[config.mk]
export PLATFORM = sky130hd
export DESIGN_NAME = conv_mac_sequencer
export DESIGN_NICKNAME = d
export VERILOG_FILES = /design/src/rtl/conv_mac_sequencer.sv
export SDC_FILE = /design/constraint.sdc
export NUM_CORES = 1
export LEC_CHECK = 0
export CAP_MARGIN = 0
export CORE_ASPECT_RATIO = 1.1
export CORE_MARGIN = 3
export CORE_UTILIZATION = 35
export CTS_CLUSTER_DIAMETER = 60
export DETAILED_ROUTE_END_ITERATION = 8
export DONT_BUFFER_PORTS = 1
export PLACE_DENSITY_LB_ADDON = 0.05
export RECOVER_POWER = 100
export SYNTH_ARGS = -nofsm -noshare
export SYNTH_HDL_FRONTEND = slang
export SYNTH_SLANG_ARGS = --single-unit
[constraint.sdc]
create_clock -name clk -period 9.6 [get_ports clk]
set_clock_uncertainty 0.15 [all_clocks]
set_input_delay 2.4 -clock clk [delete_from_list [all_inputs] [get_ports clk]]
set_output_delay 2.4 -clock clk [all_outputs]
set_load 0.01 [all_outputs]
[src/rtl/conv_mac_sequencer.sv]
// conv_mac_sequencer: steps the convolution MAC datapath through one run.
// Walks coefficient/sample addresses tap by tap (sample buffer is circular),
// pulses mac_clear then mac_en, waits out the MAC latency and pulses
// conv_complete. Optional build macro: CONV_STALL_EN adds a stall input that
// freezes the run in RUN/DRAIN.
module conv_mac_sequencer #(
   parameter int unsigned ADDR_W  = 4,
   parameter int unsigned MAC_LAT = 2
) (
   input  logic              clk,
   input  logic              n_rst,
`ifdef CONV_STALL_EN
   input  logic              stall,
`endif
   input  logic              start_conv,
   input  logic [ADDR_W:0]   num_taps,
   input  logic [ADDR_W-1:0] sample_base,
   output logic [ADDR_W-1:0] coeff_addr,
   output logic [ADDR_W-1:0] sample_addr,
   output logic              mac_clear,
   output logic              mac_en,
   output logic              conv_complete,
   output logic              busy
);

   localparam int unsigned MAX_TAPS = 2 ** ADDR_W;
   localparam int unsigned DRAIN_W  = (MAC_LAT > 1) ? $clog2(MAC_LAT + 1) : 1;
   localparam logic [DRAIN_W-1:0] DRAIN_LAST =
      (MAC_LAT > 0) ? DRAIN_W'(MAC_LAT - 1) : '0;
   localparam logic [ADDR_W:0] TAPS_MAX = (ADDR_W + 1)'(MAX_TAPS);

   typedef enum logic [2:0] {
      StIdle,
      StClear,
      StRun,
      StDrain,
      StDone
   } state_e;

   state_e              state_q, state_d;
   logic [ADDR_W:0]     taps_q, taps_d;
   logic [ADDR_W-1:0]   base_q, base_d;
   logic [ADDR_W:0]     tap_cnt_q, tap_cnt_d;
   logic [DRAIN_W-1:0]  drain_q, drain_d;
   logic [ADDR_W-1:0]   coeff_q, coeff_d;
   logic [ADDR_W-1:0]   sample_q, sample_d;
   logic                hold;
   logic                last_tap;

`ifdef CONV_STALL_EN
   assign hold = stall;
`else
   assign hold = 1'b0;
`endif

   assign last_tap = ((tap_cnt_q + (ADDR_W + 1)'(1)) == taps_q);

   // State and datapath registers
   always_ff @(posedge clk or negedge n_rst) begin
      if (!n_rst) begin
         state_q   <= StIdle;
         taps_q    <= '0;
         base_q    <= '0;
         tap_cnt_q <= '0;
         drain_q   <= '0;
         coeff_q   <= '0;
         sample_q  <= '0;
      end else begin
         state_q   <= state_d;
         taps_q    <= taps_d;
         base_q    <= base_d;
         tap_cnt_q <= tap_cnt_d;
         drain_q   <= drain_d;
         coeff_q   <= coeff_d;
         sample_q  <= sample_d;
      end
   end

   // Next-state and counter/address update
   always_comb begin
      state_d   = state_q;
      taps_d    = taps_q;
      base_d    = base_q;
      tap_cnt_d = tap_cnt_q;
      drain_d   = drain_q;
      coeff_d   = coeff_q;
      sample_d  = sample_q;

      unique case (state_q)
         StIdle: begin
            if (start_conv) begin
               taps_d  = (num_taps > TAPS_MAX) ? TAPS_MAX : num_taps;
               base_d  = sample_base;
               state_d = StClear;
            end
         end
         StClear: begin
            tap_cnt_d = '0;
            drain_d   = '0;
            state_d   = (taps_q == '0) ? StDone : StRun;
         end
         StRun: begin
            if (!hold) begin
               if (last_tap) begin
                  drain_d = '0;
                  state_d = (MAC_LAT == 0) ? StDone : StDrain;
               end else begin
                  tap_cnt_d = tap_cnt_q + (ADDR_W + 1)'(1);
               end
            end
         end
         StDrain: begin
            if (!hold) begin
               if (drain_q == DRAIN_LAST) begin
                  state_d = StDone;
               end else begin
                  drain_d = drain_q + DRAIN_W'(1);
               end
            end
         end
         StDone: begin
            state_d = StIdle;
         end
         default: begin
            state_d = StIdle;
         end
      endcase

      // Address registers track the tap that will be presented next cycle,
      // and otherwise keep their last value.
      if (state_d == StRun) begin
         coeff_d  = tap_cnt_d[ADDR_W-1:0];
         sample_d = base_d - tap_cnt_d[ADDR_W-1:0];
      end
   end

   // Outputs decoded from registered state
   always_comb begin
      coeff_addr    = coeff_q;
      sample_addr   = sample_q;
      mac_clear     = (state_q == StClear);
      mac_en        = (state_q == StRun) && !hold;
      conv_complete = (state_q == StDone);
      busy          = (state_q != StIdle);
   end

endmodule

# == Word-level counts from Yosys, hierarchy flattened ==
# Cells that the tools add are included.
# totals
reg_bits,27
inputBits,12
out_inout_bits,12
# op_classes
addsub,3
order_cmp,1
eq_ne,10
n_mux,13
n_reduce_logical,8
# ops
op,count
$mux 3,4
$pmux 3 s4,1
$mux 5,2
$pmux 5 s2,1
$eq 3x2->1 const B,3
$mux 4,2
$pmux 2 s3,1
$reduce_bool 3->1,2
$add 5x1->5 const B,1
$eq 5x5->1,1
$gt 5x5->1 const B,1
$logic_not 5->1,1
$mux 2,2
$ne 2x2->1 const B,2
$reduce_and 2->1,2
$sub 4x4->4,1
$eq 3x1->1 const B,1
$eq 3x3->1 const B,1
$logic_not 3->1,1
$reduce_and 3->1,1
$add 2x1->2 const B,1
$eq 2x1->1 const B,1
$ne 2x1->1 const B,1
$reduce_bool 2->1,1

# == Longest topological paths before layout ==
# Gate-level depths: netlist (run 1).
# logic_depth
word_depth,5
mapped_depth,14
ltp_nobuf,14

# == Worst setup path before layout (run 1) ==
# Ideal clock, no wire load.
# synth_path
kind,input-to-reg
from,input start_conv
to,register sample_q[2] (netlist: sample_addr[2])
setup_time_ns,0.125
arrival_ns,4.039
setup_slack_ns,5.287
stages,8
n_path_buf,1
cell_sequence,nand2_1 clkbuf_1 mux2i_1 ha_1 inv_1 fa_1 xor2_1 mux2_2
# synth_between
elab_chain_cells,3
elab_cells_between_ends,6
# synth_lines
element,line_no,text
start: declaration,15,"input logic start_conv,"
$mux 4 / $mux 3 (equally long branches),91,if (start_conv) begin
$mux 4 / $pmux 3 s4 (equally long branches),89,unique case (state_q)
$sub 4x4->4 / $eq 3x2->1 (equally long branches),"133, 131",
end signal: assignment,75,sample_q <= sample_d;
end: declaration,46,"logic [ADDR_W-1:0] sample_q, sample_d;"
# Parallel ways exist; a longest one is shown, timed or not.
# A chain may end at the register's enable or synchronous reset.

# == Worst setup path in the final report (run 1) ==
# layout_path
from,input start_conv
to,register sample_q[3] (netlist: sample_addr[3])
# layout_between
elab_chain_cells,3
elab_cells_between_ends,6
# layout_lines
element,line_no,text
$mux 4,91,
$mux 4,89,
net base_d[1],42,"logic [ADDR_W-1:0] base_q, base_d;"
$sub 4x4->4,133,sample_d = base_d - tap_cnt_d[ADDR_W-1:0];
# The timed path passes the listed nets, and every way through them passes these cells.

==> reports/metrics.json, run 1 <==
{
  "core_area": {"value": 0.00383, "unit": "mm²"},
  "grt_antenna_before_repair": {"value": 0},
  "tritoncts_num_sinks": {"value": 27},
  "netlist_top_cells_area": {"value": "dfrtp_1 (47%), mux2_2 (4.7%), ha_1 (4.3%)"},
  "flop_and_latch_count_out_of_synthesis": {"value": 27},
  "crit_type": {"value": "in2reg"},
  "antennaDiodeCount": {"value": 0},
  "r2r_cells": {"value": 12},
  "cts-buffers-inserted": {"value": 3},
  "clkLatencyLatePin": {"value": 0.28, "unit": "ns"},
  "synth_cells": {"value": 136},
  "ys.warnings.count": {"value": 0},
  "placement.cell_area": {"value": 0.00149, "unit": "mm²"},
  "final_worst_path_cycle_share": {"value": 43.5, "unit": "%"},
  "drive_above_1_share": {"value": 9.49, "unit": "%"},
  "grt_first_pass_wirelength": {"value": 4740, "unit": "µm"},
  "hold_violations": {"value": 0},
  "place_congestion": {"value": 0.731},
  "fp.dieArea": {"value": 0.00496, "unit": "mm²"},
  "leakage": {"value": 0.707, "unit": "nW"},
  "detailed_place_hpwl": {"value": 2210, "unit": "µm"},
  "post-route-drc-count": {"value": 0},
  "max_slew_margin": {"value": 48.4, "unit": "%"},
  "area_growth": {"value": 5.00, "unit": "%"},
  "critical_path_peak_fanout": {"value": 14},
  "synth_edf_count": {"value": 0},
  "finalWorstPathRequiredPeriod": {"value": 4.17, "unit": "ns"},
  "initial_core_util": {"value": 37.9, "unit": "%"},
  "synth.yosys.seq_area_share": {"value": 46.6, "unit": "%"},
  "drt_first_pass_iters": {"value": 4},
  "die_width": {"value": 67.4, "unit": "µm"},
  "synth_cell_type_count": {"value": 43},
  "slew_violations": {"value": 0},
  "pwr_density_cell": {"value": 375, "unit": "mW/mm²"},
  "clk_path_buf_depth": {"value": 2},
  "postSynthNetCount": {"value": 154},
  "via_per_inst": {"value": 4.93},
  "synth_largest_area_cell": {"value": "dfrtp_1"},
  "cp-start-kind": {"value": "primary input"},
  "die_height": {"value": 73.5, "unit": "µm"},
  "h-tree-depth": {"value": 1},
  "yosys.area.top_type_share": {"value": 46.6, "unit": "%"},
  "cts_resized": {"value": 0},
  "synth_top_flop_cell": {"value": "dfrtp_1"},
  "pre_cts_slack": {"value": 5.13, "unit": "ns"},
  "pin_count_of_the_biggest_net_entering_global_routing": {"value": 28},
  "post-route-worst-setup-slack": {"value": 5.43, "unit": "ns"},
  "postRouteWirelength": {"value": 2920, "unit": "µm"},
  "cts-hold-fix-buffers": {"value": 0},
  "worst_hold_path_type": {"value": "reg2reg"},
  "finish.net_count": {"value": 156},
  "worstReg2RegStart": {"value": "tap_cnt_q[0]$_DFF_PN0_"},
  "io_buf_count": {"value": 0},
  "synth_area_per_cell": {"value": 10.7, "unit": "µm²"},
  "critical_path.endpoint_type": {"value": "flip-flop"},
  "grt_pass1_vias": {"value": 937},
  "setup_total_negative_slack": {"value": 0, "unit": "ns"},
  "cts_tree": {"value": "built"},
  "clock_transition_at_the_registers_of_the_reported_paths": {"value": 0.10, "unit": "ns"},
  "post_route_cell_area": {"value": 0.00152, "unit": "mm²"},
  "report.power.total": {"value": 0.571, "unit": "mW"},
  "fmaxAchievable": {"value": 240, "unit": "MHz"},
  "wire_per_inst": {"value": 15.6, "unit": "µm"},
  "syn-cell-area": {"value": 0.00145, "unit": "mm²"},
  "arr_time_crit_path": {"value": 4.17, "unit": "ns"},
  "grtUsageTotal": {"value": 13.2, "unit": "%"},
  "route.vias.total": {"value": 921},
  "vdd.ir_drop.worst": {"value": 0.000133, "unit": "V"},
  "setup.worst_path.end": {"value": "sample_addr[3]$_DFFE_PN0N_"},
  "critPathLaunch": {"value": "start_conv"},
  "synthArstFlopShare": {"value": 100, "unit": "%"},
  "cts.root.buffer_cell": {"value": "clkbuf_8"},
  "overflow": {"value": 0},
  "r2r_slack": {"value": 5.82, "unit": "ns"},
  "tightestPinTransition": {"value": 0.772, "unit": "ns"},
  "num_io_pins": {"value": 24},
  "drt_first_iter_violations": {"value": 37},
  "run_status": {"value": "complete, no violations"},
  "cp_data_required_time": {"value": 9.59, "unit": "ns"},
  "rsz0062_at_grt": {"value": "false"},
  "fp-row-count": {"value": 23},
  "postCtsSetupBuffers": {"value": 0},
  "rr_endpoint": {"value": "sample_addr[3]$_DFFE_PN0N_"},
  "antenna_left": {"value": 0},
  "setup_viol_count_final": {"value": 0},
  "max-cap-violations": {"value": 0}
}
==> sequential cells by signal (all words and copies together) (netlist names) <==
| name | cells |
|---|---|
| tap_cnt_q | 5 |
| taps_q | 5 |
| base_q | 4 |
| coeff_addr | 4 |
| sample_addr | 4 |
| state_q | 3 |
| drain_q | 2 |
==> placed cells by master (no fill, tap or decap), types with 2 or more instances in the layout <==
cell type  netlist  final
a21oi_1          2      2
a31o_2           2      2
a31oi_1          2      2
clkbuf_8         0      3
dfrtp_1         27     27
ha_1             5      5
inv_1           15     15
mux2_1           0      3
mux2_2           6      3
mux2i_1          4      4
nand2_1         11     11
nand2b_1         5      5
nand3_1          3      3
nor2_1           6      7
nor3_1           1      2
o21ai_0          8      8
o22ai_1          3      3
xnor2_1          5      5
xor2_1           5      5
==> critical path, cell delays in order <==
cell and delay (ns):
nand2_1 0.33, mux2_1 0.43, ha_1 0.31, a21o_1 0.15
a21oi_1 0.16, xnor2_1 0.15, xor2_1 0.15, mux2i_1 0.08
==> metrics by stage <==
stage / instances / hold slack [ns] / utilization (%)
after floorplan: 136 / 0.307 / -
after global placement: 183 / 0.327 / 39.0
after global routing: 187 / 0.355 / 39.8
after detailed placement: 183 / 0.328 / 39.0
after CTS: 187 / 0.342 / 40.2
final: 187 / 0.336 / 39.8
==> cell families (layout without fill, tap and decap cells) <==
kind of cell,Yosys count,in the layout,synth area share [%]
AOI/OAI and AO/OA,25,25,11.3
DFF,27,27,46.6
xor gates and xnor gates,12,12,9.31
buffers and inverters,18,19,5.26
muxes,10,10,7.41
and+or+nand+nor,38,38,14.5
adders and majority gates,6,6,5.69
==> synthesized netlist by cell type (all sizes together), types with 3 or more instances <==
master,n
dfrtp,27
ha,5
inv,15
mux2,6
mux2i,4
nand2,11
nand2b,5
nand3,3
nor2,7
o21ai,8
o22ai,3
xnor2,5
xor2,5
==> where the power goes <==
group | internal [mW] | total (mW) | switching [mW]
registers | 0.164 | 0.214 | 0.0506
clock network | 0.0292 | 0.0669 | 0.0378
logic | 0.134 | 0.290 | 0.156
total | 0.327 | 0.571 | 0.244
==> layout make-up <==
| class | instances | area, µm² |
|---|---|---|
| fill | 407 | 2300 |
| sequential | 27 | 676 |
| tap | 50 | 62.6 |
| multi-input combinational | 91 | 683 |
| clock buffer | 3 | 41.3 |
| clock inverter | 1 | 5.00 |
| inverter | 15 | 56.3 |
==> worst min-delay path by stage <==
| stage | startpoint | to | cells after the start |
|---|---|---|---|
| detailed placement | drain_q[0]$_DFFE_PN0P_ | drain_q[0]$_DFFE_PN0P_ | 1 |
| floorplan | drain_q[0]$_DFFE_PN0P_ | drain_q[0]$_DFFE_PN0P_ | 1 |
| CTS | drain_q[0]$_DFFE_PN0P_ | drain_q[0]$_DFFE_PN0P_ | 1 |
| global route | drain_q[0]$_DFFE_PN0P_ | drain_q[0]$_DFFE_PN0P_ | 1 |
| global placement | drain_q[0]$_DFFE_PN0P_ | drain_q[0]$_DFFE_PN0P_ | 1 |
| finish | drain_q[0]$_DFFE_PN0P_ | drain_q[0]$_DFFE_PN0P_ | 1 |
==> routing by layer <==
| metal | global-route usage (%) | routed length [µm] |
|---|---|---|
| met5 | 0 | 0 |
| met4 | 6.08 | 53 |
| met3 | 3.36 | 128 |
| met2 | 19.7 | 1310 |
| met1 | 17.8 | 1420 |
(Power assumes the default switching activity.)
==> inputs of run 2 (changes only) <==
==> constraint.sdc (replaced) <==
create_clock -name clk -period 3.49 [get_ports clk]
set_clock_uncertainty 0.15 [all_clocks]
set_input_delay 0.8725 -clock clk [delete_from_list [all_inputs] [get_ports clk]]
set_output_delay 0.8725 -clock clk [all_outputs]
set_load 0.01 [all_outputs]
==> run 2 against run 1 <==
Compared with the run above: setup slack worse by 5.2 ns; via count is 5.9% higher; sequential power increased to 2.7 times the previous value; die area is the same; critical path depth is 3 higher.
==> reports/metrics.json, run 2 (synthesized netlist as in run 1, its figures left out) <==
{
  "run_status": {"value": "complete, no violations"},
  "worstReg2RegStart": {"value": "tap_cnt_q[0]$_DFF_PN0_"},
  "drt_first_pass_iters": {"value": 4},
  "postRouteWirelength": {"value": 2880, "unit": "µm"},
  "pre_cts_slack": {"value": 0.120, "unit": "ns"},
  "post-route-worst-setup-slack": {"value": 0.254, "unit": "ns"},
  "leakage": {"value": 0.726, "unit": "nW"},
  "largestRegisters": {"value": "tap_cnt_q (5), taps_q (5)"},
  "fp.dieArea": {"value": 0.00496, "unit": "mm²"},
  "grt_pass1_vias": {"value": 1026},
  "wire_per_inst": {"value": 15.2, "unit": "µm"},
  "grt_first_pass_wirelength": {"value": 4880, "unit": "µm"},
  "worst_hold_path_type": {"value": "in2async"},
  "fmaxAchievable": {"value": 309, "unit": "MHz"},
  "detailed_place_hpwl": {"value": 2230, "unit": "µm"},
  "max-cap-violations": {"value": 0},
  "drt_first_iter_violations": {"value": 81},
  "dpl.cell_count": {"value": 186},
  "initial_core_util": {"value": 37.9, "unit": "%"},
  "max_slew_margin": {"value": 50.7, "unit": "%"},
  "cts_tree": {"value": "built"},
  "cp-start-kind": {"value": "flip-flop"},
  "post-route-drc-count": {"value": 0},
  "rsz0062_at_grt": {"value": "false"},
  "final_worst_path_cycle_share": {"value": 92.7, "unit": "%"},
  "die_height": {"value": 73.5, "unit": "µm"},
  "h-tree-depth": {"value": 1},
  "finalWorstPathRequiredPeriod": {"value": 3.24, "unit": "ns"},
  "area_growth": {"value": 9.05, "unit": "%"},
  "grt_antenna_before_repair": {"value": 0},
  "critical_path_peak_fanout": {"value": 5},
  "num_io_pins": {"value": 24},
  "antennaDiodeCount": {"value": 0},
  "vdd.ir_drop.worst": {"value": 0.000475, "unit": "V"},
  "overflow": {"value": 0},
  "slew_violations": {"value": 0},
  "post_route_core_utilization": {"value": 41.4, "unit": "%"},
  "layout.cells.most_common": {"value": "dfrtp_1"},
  "clock_transition_at_the_registers_of_the_reported_paths": {"value": 0.10, "unit": "ns"},
  "critPathLaunch": {"value": "tap_cnt_q[0]$_DFF_PN0_"},
  "tightestPinTransition": {"value": 0.736, "unit": "ns"},
  "final-instance-count-excl-fill": {"value": 190},
  "setup.worst_path.end": {"value": "sample_addr[1]$_DFFE_PN0N_"},
  "finish.net_count": {"value": 159},
  "arr_time_crit_path": {"value": 3.26, "unit": "ns"},
  "crit_type": {"value": "reg2reg"},
  "cts.root.buffer_cell": {"value": "clkbuf_8"},
  "r2r_cells": {"value": 11},
  "antenna_left": {"value": 0},
  "cp_data_required_time": {"value": 3.51, "unit": "ns"},
  "rr_endpoint": {"value": "sample_addr[1]$_DFFE_PN0N_"},
  "route.vias.total": {"value": 975},
  "critical_path.endpoint_type": {"value": "flip-flop"},
  "via_per_inst": {"value": 5.13},
  "tritoncts_num_sinks": {"value": 27},
  "core_area": {"value": 0.00383, "unit": "mm²"},
  "pwr_density_cell": {"value": 1050, "unit": "mW/mm²"},
  "pin_count_of_the_biggest_net_entering_global_routing": {"value": 28},
  "hold_violations": {"value": 0},
  "layout_common_cells": {"value": "dfrtp_1 (27), inv_1 (15), nand2_1 (10), o21ai_0 (8), nor2_1 (6)"},
  "grtUsageTotal": {"value": 13.4, "unit": "%"},
  "setup_viol_count_final": {"value": 0},
  "drive_above_1_share": {"value": 14.3, "unit": "%"},
  "clkLatencyLatePin": {"value": 0.28, "unit": "ns"},
  "setup_total_negative_slack": {"value": 0, "unit": "ns"},
  "die_width": {"value": 67.4, "unit": "µm"},
  "place_congestion": {"value": 0.755},
  "cts-buffers-inserted": {"value": 3},
  "fp-row-count": {"value": 23},
  "io_buf_count": {"value": 0},
  "r2r_slack": {"value": 0.25, "unit": "ns"},
  "clk_path_buf_depth": {"value": 2}
}
-- run 2: critical path, cell delays in order, from the launching register on --
cell	delay, ns
dfrtp_1	0.40
ha_1	0.28
xor3_2	0.42
nor3_4	0.28
nand3_1	0.20
nand2_2	0.17
buf_4	0.14
o21ai_0	0.11
ha_1	0.21
inv_1	0.09
fa_1	0.41
mux2_2	0.27
-- run 2: how the worst min path moves through the flow --
stage | end | slack, ns
after CTS | state_q[1]$_DFF_PN0_ | 0.12
after global routing | drain_q[0]$_DFFE_PN0P_ | 0.11
after detailed placement | drain_q[0]$_DFFE_PN0P_ | 0.33
final | drain_q[0]$_DFFE_PN0P_ | 0.12
after global placement | drain_q[0]$_DFFE_PN0P_ | 0.32
after floorplan | drain_q[0]$_DFFE_PN0P_ | 0.31
-- run 2: per-layer routing --
layer,track usage (%),share of wire [%],vias up
met1,18.2,46,480
met2,21.0,48,21
met3,2.45,3.9,5
li1,-,-,469
met5,0,0,-
met4,5.41,1.8,0
-- run 2: metrics by stage --
step | hold WS (ns) | power, mW | instance area (µm²)
2_1_floorplan | 0.307 | 1.28 | 1450
4_1_cts | 0.118 | 1.68 | 1560
3_5_place_dp | 0.331 | 1.49 | 1520
5_1_grt | 0.106 | 1.84 | 1580
3_3_place_gp | 0.321 | 1.48 | 1520
6_report | 0.123 | 1.67 | 1580
-- run 2: repair_timing --
item	4_1_cts	5_1_grt
endpoints found under the setup margin	0	3
setup buffers	0	0
hold buffers	0	0
gates resized for setup	0	5
-- run 2: cell type report --
class | instances | area, µm²
Multi-Input combinational cell | 91 | 719
Timing Repair Buffer | 3 | 22.5
Sequential cell | 27 | 676
Clock buffer | 3 | 41.3
Clock inverter | 1 | 5.00
Tap cell | 50 | 62.6
Fill cell | 378 | 2240
Inverter | 15 | 56.3
-- run 2: report_power, final --
part | internal [mW] | switching (mW)
Combinational | 0.423 | 0.487
Clock | 0.0803 | 0.103
Sequential | 0.450 | 0.126
Total | 0.954 | 0.716
==> inputs of run 3 (changes only) <==
--- a/config.mk
+++ b/config.mk
@@ -14,6 +14,7 @@
 export DONT_BUFFER_PORTS = 1
 export PLACE_DENSITY_LB_ADDON = 0.05
 export RECOVER_POWER = 100
+export SETUP_SLACK_MARGIN = 0.5
 export SYNTH_ARGS = -nofsm -noshare
 export SYNTH_HDL_FRONTEND = slang
 export SYNTH_SLANG_ARGS = --single-unit
==> run 3 against run 2 <==
Compared with the run above: design area grew 10%; register-to-register slack improved by 0.14 ns; combinational power up 25%; hold slack worse by 0.0088 ns; setup slack better by 0.14 ns; first-iteration DRC count fell by 60%; power is 15% higher; utilization rose by 4.2 points; wire length grew 9.3%; count of clock-buffer cells in the layout did not move; cell count grew 5.8%; largest cell class unchanged.
==> reports/metrics.json, run 3 (synthesized netlist as in run 1, its figures left out) <==
{
  "overflow": {"value": 0},
  "tightestPinTransition": {"value": 0.603, "unit": "ns"},
  "clkLatencyLatePin": {"value": 0.29, "unit": "ns"},
  "crit_path_top_delay_cell": {"value": "a31oi_1"},
  "core_area": {"value": 0.00383, "unit": "mm²"},
  "internal_power": {"value": 1.11, "unit": "mW"},
  "post_route_core_utilization": {"value": 45.5, "unit": "%"},
  "grt_antenna_before_repair": {"value": 0},
  "detailed_place_hpwl": {"value": 2230, "unit": "µm"},
  "cp_data_required_time": {"value": 3.50, "unit": "ns"},
  "slew_violations": {"value": 0},
  "fp.dieArea": {"value": 0.00496, "unit": "mm²"},
  "combPwrFrac": {"value": 59.4, "unit": "%"},
  "antennaDiodeCount": {"value": 0},
  "drt_first_iter_violations": {"value": 32},
  "leakage": {"value": 0.792, "unit": "nW"},
  "cts.root.buffer_cell": {"value": "clkbuf_8"},
  "place_congestion": {"value": 0.826},
  "wire_per_inst": {"value": 15.7, "unit": "µm"},
  "die_width": {"value": 67.4, "unit": "µm"},
  "layout_common_cells": {"value": "dfrtp_1 (26), inv_1 (15), buf_4 (12), nand2_1 (9), o21ai_0 (7)"},
  "grt_first_pass_wirelength": {"value": 5020, "unit": "µm"},
  "r2r_slack": {"value": 0.39, "unit": "ns"},
  "hold_violations": {"value": 0},
  "clk_path_buf_depth": {"value": 2},
  "cp_cell_sequence": {"value": "ha_4 > xor2_2 > nor3_4 > a31oi_1 > nor2_4 > buf_4 > a21boi_4 > ha_4 > a21o_1 > a21oi_2 > xnor2_1 > xor2_1 > mux2i_1"},
  "setup_viol_count_final": {"value": 0},
  "vdd.ir_drop.worst": {"value": 0.000444, "unit": "V"},
  "setup.worst_path.end": {"value": "sample_addr[3]$_DFFE_PN0N_"},
  "final-instance-count-excl-fill": {"value": 201},
  "initial_core_util": {"value": 37.9, "unit": "%"},
  "die_height": {"value": 73.5, "unit": "µm"},
  "rr_endpoint": {"value": "sample_addr[3]$_DFFE_PN0N_"},
  "switching_power": {"value": 0.814, "unit": "mW"},
  "io_buf_count": {"value": 0},
  "tritoncts_num_sinks": {"value": 27},
  "arr_time_crit_path": {"value": 3.11, "unit": "ns"},
  "fp-row-count": {"value": 23},
  "crit_type": {"value": "reg2reg"},
  "clock_transition_at_the_registers_of_the_reported_paths": {"value": 0.10, "unit": "ns"},
  "cp-start-kind": {"value": "flip-flop"},
  "pin_count_of_the_biggest_net_entering_global_routing": {"value": 28},
  "largestRegisters": {"value": "tap_cnt_q (5), taps_q (5)"},
  "critical_path_peak_fanout": {"value": 4},
  "postRouteWirelength": {"value": 3150, "unit": "µm"},
  "critPathLaunch": {"value": "tap_cnt_q[0]$_DFF_PN0_"},
  "cp_slowest_stage_delay": {"value": 0.52, "unit": "ns"},
  "max-cap-violations": {"value": 0},
  "cp_common_cell": {"value": "ha_4"},
  "setup_total_negative_slack": {"value": 0, "unit": "ns"},
  "r2r_cells": {"value": 13},
  "cts_tree": {"value": "built"},
  "route.vias.total": {"value": 1010},
  "final_worst_path_cycle_share": {"value": 88.8, "unit": "%"},
  "via_per_inst": {"value": 5.02},
  "sequentialPowerShare": {"value": 30.6, "unit": "%"},
  "pwr-share-clk": {"value": 10.0, "unit": "%"},
  "dpl.cell_count": {"value": 185},
  "grt_pass1_vias": {"value": 976},
  "num_io_pins": {"value": 24},
  "drt_first_pass_iters": {"value": 6},
  "cts-buffers-inserted": {"value": 3},
  "worstReg2RegStart": {"value": "tap_cnt_q[0]$_DFF_PN0_"},
  "rsz0062_at_grt": {"value": "true"},
  "drive_above_1_share": {"value": 28.5, "unit": "%"},
  "run_status": {"value": "complete, no violations"},
  "switching_share": {"value": 42.3, "unit": "%"},
  "area_growth": {"value": 20.0, "unit": "%"},
  "fmaxAchievable": {"value": 323, "unit": "MHz"},
  "grtUsageTotal": {"value": 13.9, "unit": "%"},
  "pwr_density_cell": {"value": 1100, "unit": "mW/mm²"},
  "finish.net_count": {"value": 170},
  "h-tree-depth": {"value": 1},
  "max_slew_margin": {"value": 59.6, "unit": "%"},
  "worst_hold_path_type": {"value": "in2async"},
  "antenna_left": {"value": 0},
  "fill_cell_count": {"value": 368},
  "layout.cells.most_common": {"value": "dfrtp_1"},
  "post-route-drc-count": {"value": 0},
  "seqCellArea": {"value": 677, "unit": "µm²"},
  "area_of_the_multi_input_gates": {"value": 796, "unit": "µm²"},
  "finalWorstPathRequiredPeriod": {"value": 3.10, "unit": "ns"},
  "critical_path.endpoint_type": {"value": "flip-flop"}
}
## run 3: changes by cell type in the layout (fill, tap and decap cells not counted), sizes merged
| cell | change |
|---|---|
| clkinv | -1 |
| clkinvlp | +1 |
| clkbuf | +2 |
| buf | +9 |
## run 3: power groups by stage
stage	combinational, mW	sequential (mW)	clock [mW]
4_1_cts	1.06	0.583	0.198
5_1_grt	1.27	0.609	0.210
6_report	1.14	0.588	0.192
3_5_place_dp	0.910	0.598	0
3_3_place_gp	0.910	0.593	0
2_1_floorplan	0.768	0.550	0
## run 3: area by class of cell
type	count	area share (%)
Multi-Input combinational cell	91	45.7
Sequential cell	27	38.9
Tap cell	50	3.59
Timing Repair Buffer	14	5.82
Clock inverter	1	0.431
Clock buffer	3	2.37
Inverter	15	3.23
## run 3: worst min-delay path by stage
stage | start | to | depth (start not counted)
6_report | n_rst | coeff_addr[3]$_DFFE_PN0N_ | 0
2_1_floorplan | drain_q[0]$_DFFE_PN0P_ | drain_q[0]$_DFFE_PN0P_ | 1
3_5_place_dp | drain_q[0]$_DFFE_PN0P_ | drain_q[0]$_DFFE_PN0P_ | 1
3_3_place_gp | drain_q[0]$_DFFE_PN0P_ | drain_q[0]$_DFFE_PN0P_ | 1
4_1_cts | n_rst | coeff_addr[3]$_DFFE_PN0N_ | 0
5_1_grt | n_rst | tap_cnt_q[4]$_DFFE_PN0P_ | 0
## run 3: timing repair
| action | in CTS | in global routing |
|---|---|---|
| resized for setup | 9 | 9 |
| hold buffers | 0 | 0 |
| buffers inserted | 7 | 5 |
| pin swaps | 5 | 6 |
| setup endpoints to repair | 3 | 3 |
## run 3: stage by stage
step	hold WS [ns]	cell area [µm²]	power, mW	setup slack [ns]
2_1_floorplan	0.307	1480	1.32	0.517
3_3_place_gp	0.319	1530	1.50	0.218
3_5_place_dp	0.329	1530	1.51	0.233
4_1_cts	0.110	1660	1.84	0.504
5_1_grt	0.0976	1740	2.09	0.219
6_report	0.114	1740	1.92	0.391
## run 3: per-layer routing
layer	vias to the layer above	wire, µm	GRT usage (%)
met5	-	0	0
met4	0	56	6.08
met3	5	125	3.52
met2	16	1440	20.5
met1	498	1530	19.3
li1	491	-	-
## run 3: worst max-delay path: cells and delay by family, from the launching register on
kind / cells / cell delay, ns
adders and majority gates: 2 / 0.51
and+or+nand+nor: 2 / 0.14
buffers and inverters: 1 / 0.16
xor gates and xnor gates: 3 / 0.49
muxes: 1 / 0.08
AOI/OAI and AO/OA: 4 / 0.99
DFF: 1 / 0.44
